**src/rtl/hls_macc_nb_pkg.sv**
```systemverilog
// Shared definitions for the hls_macc_nb host-side initiator.
//   DW_DEFAULT       default operand/result width
//   NUM_IN, NUM_OUT  number of core operand and result words
//   ERR_VLD/ERR_TMO  bit positions inside out_err
//   state_e          host FSM states
package hls_macc_nb_pkg;

    localparam int unsigned DW_DEFAULT = 32;
    localparam int unsigned NUM_IN     = 6;
    localparam int unsigned NUM_OUT    = 4;

    localparam int unsigned ERR_VLD = 0;  // a result word never got its ap_vld strobe
    localparam int unsigned ERR_TMO = 1;  // core never signalled done

    typedef enum logic [1:0] {
        StIdle,
        StRun,
        StResp
    } state_e;

endpackage

```
**src/rtl/hls_macc_nb_watchdog.sv**
```systemverilog
// Launch-to-done watchdog.
//   clk_i, rst_ni  clock, asynchronous active-low reset
//   clr_i          zero the count (takes priority over en_i)
//   en_i           count one cycle; saturates at TIMEOUT
//   expired_o      high in the enabled cycle whose closing edge brings the count to TIMEOUT
module hls_macc_nb_watchdog #(
    parameter int unsigned TIMEOUT = 32
) (
    input  logic clk_i,
    input  logic rst_ni,
    input  logic clr_i,
    input  logic en_i,
    output logic expired_o
);

    localparam int unsigned     CntW      = $clog2(TIMEOUT + 1);
    localparam logic [CntW-1:0] CntMax    = CntW'(TIMEOUT);
    localparam logic [CntW-1:0] CntLast   = CntW'(TIMEOUT - 1);

    logic [CntW-1:0] cnt_q, cnt_d;

    always_comb begin
        cnt_d = cnt_q;
        if (clr_i) begin
            cnt_d = '0;
        end else if (en_i && (cnt_q != CntMax)) begin
            cnt_d = cnt_q + 1'b1;
        end
    end

    // Look one edge ahead so the owner can leave RUN on exactly the TIMEOUT-th edge.
    assign expired_o = en_i && (cnt_q >= CntLast);

    always_ff @(posedge clk_i or negedge rst_ni) begin
        if (!rst_ni) begin
            cnt_q <= '0;
        end else begin
            cnt_q <= cnt_d;
        end
    end

endmodule

```
**src/rtl/hls_macc_nb_host.sv**
```systemverilog
// Initiator for the hls_macc_nb core's ap_ctrl_hs interface.
//   ap_clk, ap_rst_n        clock, asynchronous active-low reset (release expected sync to ap_clk)
//   in_valid/in_ready       operand stream, in_data = {i6..i1}
//   core_start/done/idle/ready  ap_ctrl_hs handshake to the core
//   core_i                  operands held to the core for the whole run
//   core_o, core_o_vld      result words and their per-word ap_vld strobes
//   out_valid/out_ready     result stream, out_data = {o4..o1}
//   out_err                 [ERR_VLD] missing strobe, [ERR_TMO] watchdog abort
//   busy                    FSM not idle
module hls_macc_nb_host
    import hls_macc_nb_pkg::*;
#(
    parameter int unsigned DW      = DW_DEFAULT,
    parameter int unsigned TIMEOUT = 32
) (
    input  logic                  ap_clk,
    input  logic                  ap_rst_n,
    input  logic                  in_valid,
    output logic                  in_ready,
    input  logic [NUM_IN*DW-1:0]  in_data,
    output logic                  core_start,
    input  logic                  core_done,
    input  logic                  core_idle,
    input  logic                  core_ready,
    output logic [NUM_IN*DW-1:0]  core_i,
    input  logic [NUM_OUT*DW-1:0] core_o,
    input  logic [NUM_OUT-1:0]    core_o_vld,
    output logic                  out_valid,
    input  logic                  out_ready,
    output logic [NUM_OUT*DW-1:0] out_data,
    output logic [1:0]            out_err,
    output logic                  busy
);

    state_e                state_q, state_d;
    logic                  core_start_q, core_start_d;
    logic [NUM_IN*DW-1:0]  core_i_q, core_i_d;
    logic [NUM_OUT*DW-1:0] cap_q, cap_d;
    logic [NUM_OUT-1:0]    mask_q, mask_d;
    logic [1:0]            err_q, err_d;
    logic                  wd_clr, wd_en, wd_expired;

    hls_macc_nb_watchdog #(
        .TIMEOUT (TIMEOUT)
    ) u_watchdog (
        .clk_i     (ap_clk),
        .rst_ni    (ap_rst_n),
        .clr_i     (wd_clr),
        .en_i      (wd_en),
        .expired_o (wd_expired)
    );

    always_comb begin
        state_d      = state_q;
        core_start_d = core_start_q;
        core_i_d     = core_i_q;
        cap_d        = cap_q;
        mask_d       = mask_q;
        err_d        = err_q;
        wd_clr       = 1'b0;
        wd_en        = 1'b0;
        in_ready     = 1'b0;
        out_valid    = 1'b0;

        unique case (state_q)
            StIdle: begin
                in_ready = core_idle;
                if (in_valid && core_idle) begin
                    core_i_d     = in_data;
                    cap_d        = '0;  // unstrobed words read back as zero
                    mask_d       = '0;
                    err_d        = '0;
                    wd_clr       = 1'b1;
                    core_start_d = 1'b1;
                    state_d      = StRun;
                end
            end
            StRun: begin
                wd_en = 1'b1;
                // Dropping start on ready keeps the core from relaunching when it goes idle.
                if (core_ready) begin
                    core_start_d = 1'b0;
                end
                for (int k = 0; k < NUM_OUT; k++) begin
                    if (core_o_vld[k]) begin
                        cap_d[k*DW +: DW] = core_o[k*DW +: DW];
                        mask_d[k]         = 1'b1;
                    end
                end
                // mask_d already includes strobes arriving alongside done.
                if (core_done) begin
                    err_d[ERR_VLD] = ~&mask_d;
                    err_d[ERR_TMO] = 1'b0;
                    state_d        = StResp;
                end else if (wd_expired) begin
                    err_d[ERR_VLD] = ~&mask_d;
                    err_d[ERR_TMO] = 1'b1;
                    core_start_d   = 1'b0;
                    state_d        = StResp;
                end
            end
            StResp: begin
                out_valid = 1'b1;
                if (out_ready) begin
                    state_d = StIdle;
                end
            end
            default: begin
                state_d = StIdle;
            end
        endcase
    end

    always_ff @(posedge ap_clk or negedge ap_rst_n) begin
        if (!ap_rst_n) begin
            state_q      <= StIdle;
            core_start_q <= 1'b0;
            core_i_q     <= '0;
            cap_q        <= '0;
            mask_q       <= '0;
            err_q        <= '0;
        end else begin
            state_q      <= state_d;
            core_start_q <= core_start_d;
            core_i_q     <= core_i_d;
            cap_q        <= cap_d;
            mask_q       <= mask_d;
            err_q        <= err_d;
        end
    end

    assign core_start = core_start_q;
    assign core_i     = core_i_q;
    assign out_data   = cap_q;
    assign out_err    = err_q;
    assign busy       = (state_q != StIdle);

endmodule

```
**config.mk**
```make
export PLATFORM = sky130hd
export DESIGN_NAME = hls_macc_nb_host
export DESIGN_NICKNAME = d
export VERILOG_FILES = /design/src/rtl/hls_macc_nb_pkg.sv /design/src/rtl/hls_macc_nb_watchdog.sv /design/src/rtl/hls_macc_nb_host.sv
export SDC_FILE = /design/constraint.sdc
export NUM_CORES = 1
export LEC_CHECK = 0
export ABC_AREA = 1
export CAP_MARGIN = 20
export CORE_AREA = 2 2 254 256
export DETAILED_ROUTE_END_ITERATION = 8
export DIE_AREA = 0 0 256 258
export PLACE_DENSITY = 0.56
export SETUP_SLACK_MARGIN = 0.4
export SLEW_MARGIN = 20
export SYNTH_ARGS = -nofsm -noshare
export SYNTH_HDL_FRONTEND = slang
export SYNTH_SLANG_ARGS = --single-unit
```
**constraint.sdc**
```tcl
create_clock -name ap_clk -period 1.4 [get_ports ap_clk]
set_clock_uncertainty 0.05 [all_clocks]
set_input_delay 0.28 -clock ap_clk [delete_from_list [all_inputs] [get_ports ap_clk]]
set_output_delay 0.28 -clock ap_clk [all_outputs]
set_load 0.03 [all_outputs]
```
==> impl_metrics.csv <==
group,metric,value,unit
cts,htree_num_levels,2,
routing,avgRoutedWirePerCell,17.1,um
setup_path,setup_slack_reg_to_reg,-280,ps
cts,clk-insertion-delay-late,540,ps
timing,rsz0062_at_grt,"yes",
setup_path,worstSetupStartpointType,"flop",
yosys,post_synth_inst_count,1469,
timing,final-max-slew-violation-count,0,
pwr,p_int,38.4,mW
yosys,netlist_area,13200,um2
setup_path,worst_r2r_startpoint,"state_q[1]",
die,fp.coreArea,63600,um2
pwr,power.sequential.fraction,28.7,%
placed_design,port_buffers,656,
die,die_extent_in_y,258,um
timing,achievable-frequency,0.566,GHz
pwr,p_leak,13.1,nW
global_routing,grt_first_pass_wirelength,76.9,mm
die,floorplan.initialDensity,20.7,%
setup_path,worst-path-max-fanout,2,
yosys,library_cells_used_by_synthesis,21,
status,outcome,"finished with violations",
cts,clockRootBuffer,"sky130_fd_sc_hd__clkbuf_16",
cts,tritoncts,"built",
timing,layout_min_cycle_time,1770,ps
routing,detailroute.via_count,12800,
setup_path,classification_of_the_worst_setup_path,"reg -> out",
pwr,power_frac_clock,16.3,%
layout,layout-drive-gt1-share,26.9,%
yosys,synth_top_area_share,63.5,%
cts,path_clk_slew,60,ps
routing,number_of_vias_per_cell,4.03,
placed_design,place.gp.congestion,0.855,
routing,drt_first_iter_violations,639,
placed_design,dpl-instance-area,22400,um2
placed_design,hpwlAfterDp,37.7,mm
job,max-cap-violations,0,
setup_path,critical_path_at,1440,ps
routing,ant_nets,0,
cts,cts.path.max_buffers,3,
global_routing,grt_antenna_before_repair,4,
routing,drtPass1Iterations,5,
pwr,irDropWorstVdd,0.00123,V
yosys,synthesized_net_count,1802,
layout,finish.instance_area,26000,um2
cts,cts.sink_count,335,
layout,final_nets,2635,
status,failed_checks,"setup timing",
layout,areaGrowthSynthToFinish,97.3,%
global_routing,globalRoute.totalOverflow,0,
die,io_pins,657,
timing,holdWs,124,ps
timing,max_slew_margin,73.4,%
pwr,net-switching-power,26.4,mW
timing,worstMarginPinSlew,400,ps
pwr,power_frac_comb,55.1,%
yosys,per_instance_average_area_after_synthesis,8.98,um2
cts,cts_buffers,41,
die,placementRows,93,
timing,setup_ws,-368,ps
timing,min_period_over_period,126,%
pwr,cellPowerDensity,2490,nW/um2
setup_path,timing.reg2reg.worst_path_depth,9,
routing,detail_route.wirelength,54.5,mm
global_routing,first_global_vias,13000,
layout,post-route-util,40.9,%
min_path,hold_path.class,"in -> async",
setup_path,critPathRequiredTime,1070,ps
die,die_area,66000,um2
yosys,yosys_register_bits,335,
yosys,synthDominantAreaCellType,"sky130_fd_sc_hd__dfrtp_1",
timing,final-setup-viol-count,634,
yosys,synthTopCellsByArea,"sky130_fd_sc_hd__dfrtp_1 (64%), sky130_fd_sc_hd__nand2_1 (18%), sky130_fd_sc_hd__inv_1 (7.8%)",
yosys,ys.warnings.count,0,
timing,timing_hold_violations_final,0,
die,die_x,256,um
setup_path,critPathCaptureType,"output pin",
yosys,ys_seq_area_share,63.5,%
global_routing,grt_usage,14.8,%
placed_design,dpl_worst_slack,-442,ps
global_routing,maximum_number_of_pins_on_one_net_before_global_route_repair,74,
pwr,p_sw_share,40.7,%
setup_path,regToRegEndpoint,"out_data[72]",
routing,detail_route.drc_violations,0,
## layout by cell type (no fill, tap or decap), drive strengths merged
cell | synthesis | routed
nand2 | 620 | 621
buf | 50 | 500
dfrtp | 335 | 335
clkdlybuf4s50 | 0 | 329
inv | 276 | 277
o22ai | 128 | 128
clkbuf | 19 | 84
nand3 | 12 | 12
o21ai | 11 | 11
nor2 | 9 | 9
clkinv | 0 | 5
clkinvlp | 0 | 4
nand4 | 4 | 4
diode | 0 | 3
bufinv | 0 | 3
ha | 2 | 2
xor2 | 1 | 1
o31ai | 1 | 1
nand3b | 1 | 1
dlygate4sd3 | 0 | 1
## timing repair
action | in CTS | in global routing
gates cloned | 9 | 32
setup buffers | 55 | 15
setup endpoints to repair | 661 | 711
hold endpoints to repair | 183 | 0
pin swaps | 2 | 8
resized for setup | 1216 | 91
hold buffers | 1 | 0
## power by group through the flow
stage	clock network, mW	registers, mW	logic [mW]
2_1_floorplan	0	26.0	5.90
3_3_place_gp	0	18.0	31.1
3_5_place_dp	0	18.1	31.4
4_1_cts	10.9	18.5	34.0
5_1_grt	11.3	19.1	37.4
6_report	10.5	18.6	35.7
## cells by family (layout without fill, tap and decap cells)
kind of cell / count (synthesis) / count (layout) / synth area share, %
flip-flops: 335 / 335 / 63.5
AO/OA/AOI/OAI: 140 / 140 / 6.57
other: 0 / 3 / 0
XOR/XNOR: 1 / 1 / 0.0664
adder cells (fa/ha/maj): 2 / 2 / 0.190
AND/OR/NAND/NOR: 646 / 647 / 18.7
buffers and inverters: 345 / 1203 / 10.9
## cells in the mapped netlist (all sizes together)
library cell,number
nand2,620
inv,276
nand4,4
ha,2
nand3b,1
nand3,12
o21ai,11
o22ai,128
clkbuf,19
o31ai,1
buf,50
xor2,1
dfrtp,335
nor2,9
## final cells by class
type,count,area [um2]
repair buffers,857,10600
clock buffers,57,1170
fillers,6103,37600
flip-flops and latches,335,8390
inverters,276,1060
multi-input cells,790,3580
clock inverters,12,156
diodes,3,7.51
repair inverters,1,8.76
well taps,855,1070
## layer usage
| metal | track usage [%] | part of all wire, % |
|---|---|---|
| met1 | 18.2 | 40 |
| met2 | 25.3 | 50 |
| met3 | 3.35 | 5.5 |
| met4 | 5.67 | 3.8 |
| met5 | 0 | 0.013 |
## state kept, by name, summed over array words and instances, names as in the netlist
| signal | flops |
|---|---|
| core_start | 1 |
| out_err | 2 |
| u_watchdog.cnt_q | 6 |
| state_q | 2 |
| mask_q | 4 |
| core_i | 192 |
| out_data | 128 |
## worst max-delay path by stage
stage	from	end	slack [ps]	cells past startpoint
finish	state_q[1]	out_valid	-370	5
floorplan	state_q[1]	out_data[100]	70	5
global placement	core_idle	core_i[79]	-410	7
global route	state_q[1]	in_ready	-460	6
detailed placement	core_idle	core_i[79]	-440	7
CTS	state_q[1]	in_ready	-410	6
## critical path, stage by stage, from the launching register on
cell                      delay, ps
sky130_fd_sc_hd__dfrtp_1        350
sky130_fd_sc_hd__inv_2           50
sky130_fd_sc_hd__buf_6          110
sky130_fd_sc_hd__buf_4          140
sky130_fd_sc_hd__nor2_4         110
sky130_fd_sc_hd__buf_12         130
## stage by stage
| step | instances | total power [mW] | setup TNS, ps |
|---|---|---|---|
| 4_1_cts | 3136 | 63.4 | -69130 |
| 6_report | 3186 | 64.8 | -69080 |
| 3_3_place_gp | 3002 | 49.1 | -115460 |
| 2_1_floorplan | 1469 | 31.9 | 0 |
| 3_5_place_dp | 3002 | 49.5 | -120970 |
| 5_1_grt | 3186 | 67.9 | -108630 |
(Power assumes the default switching activity.)
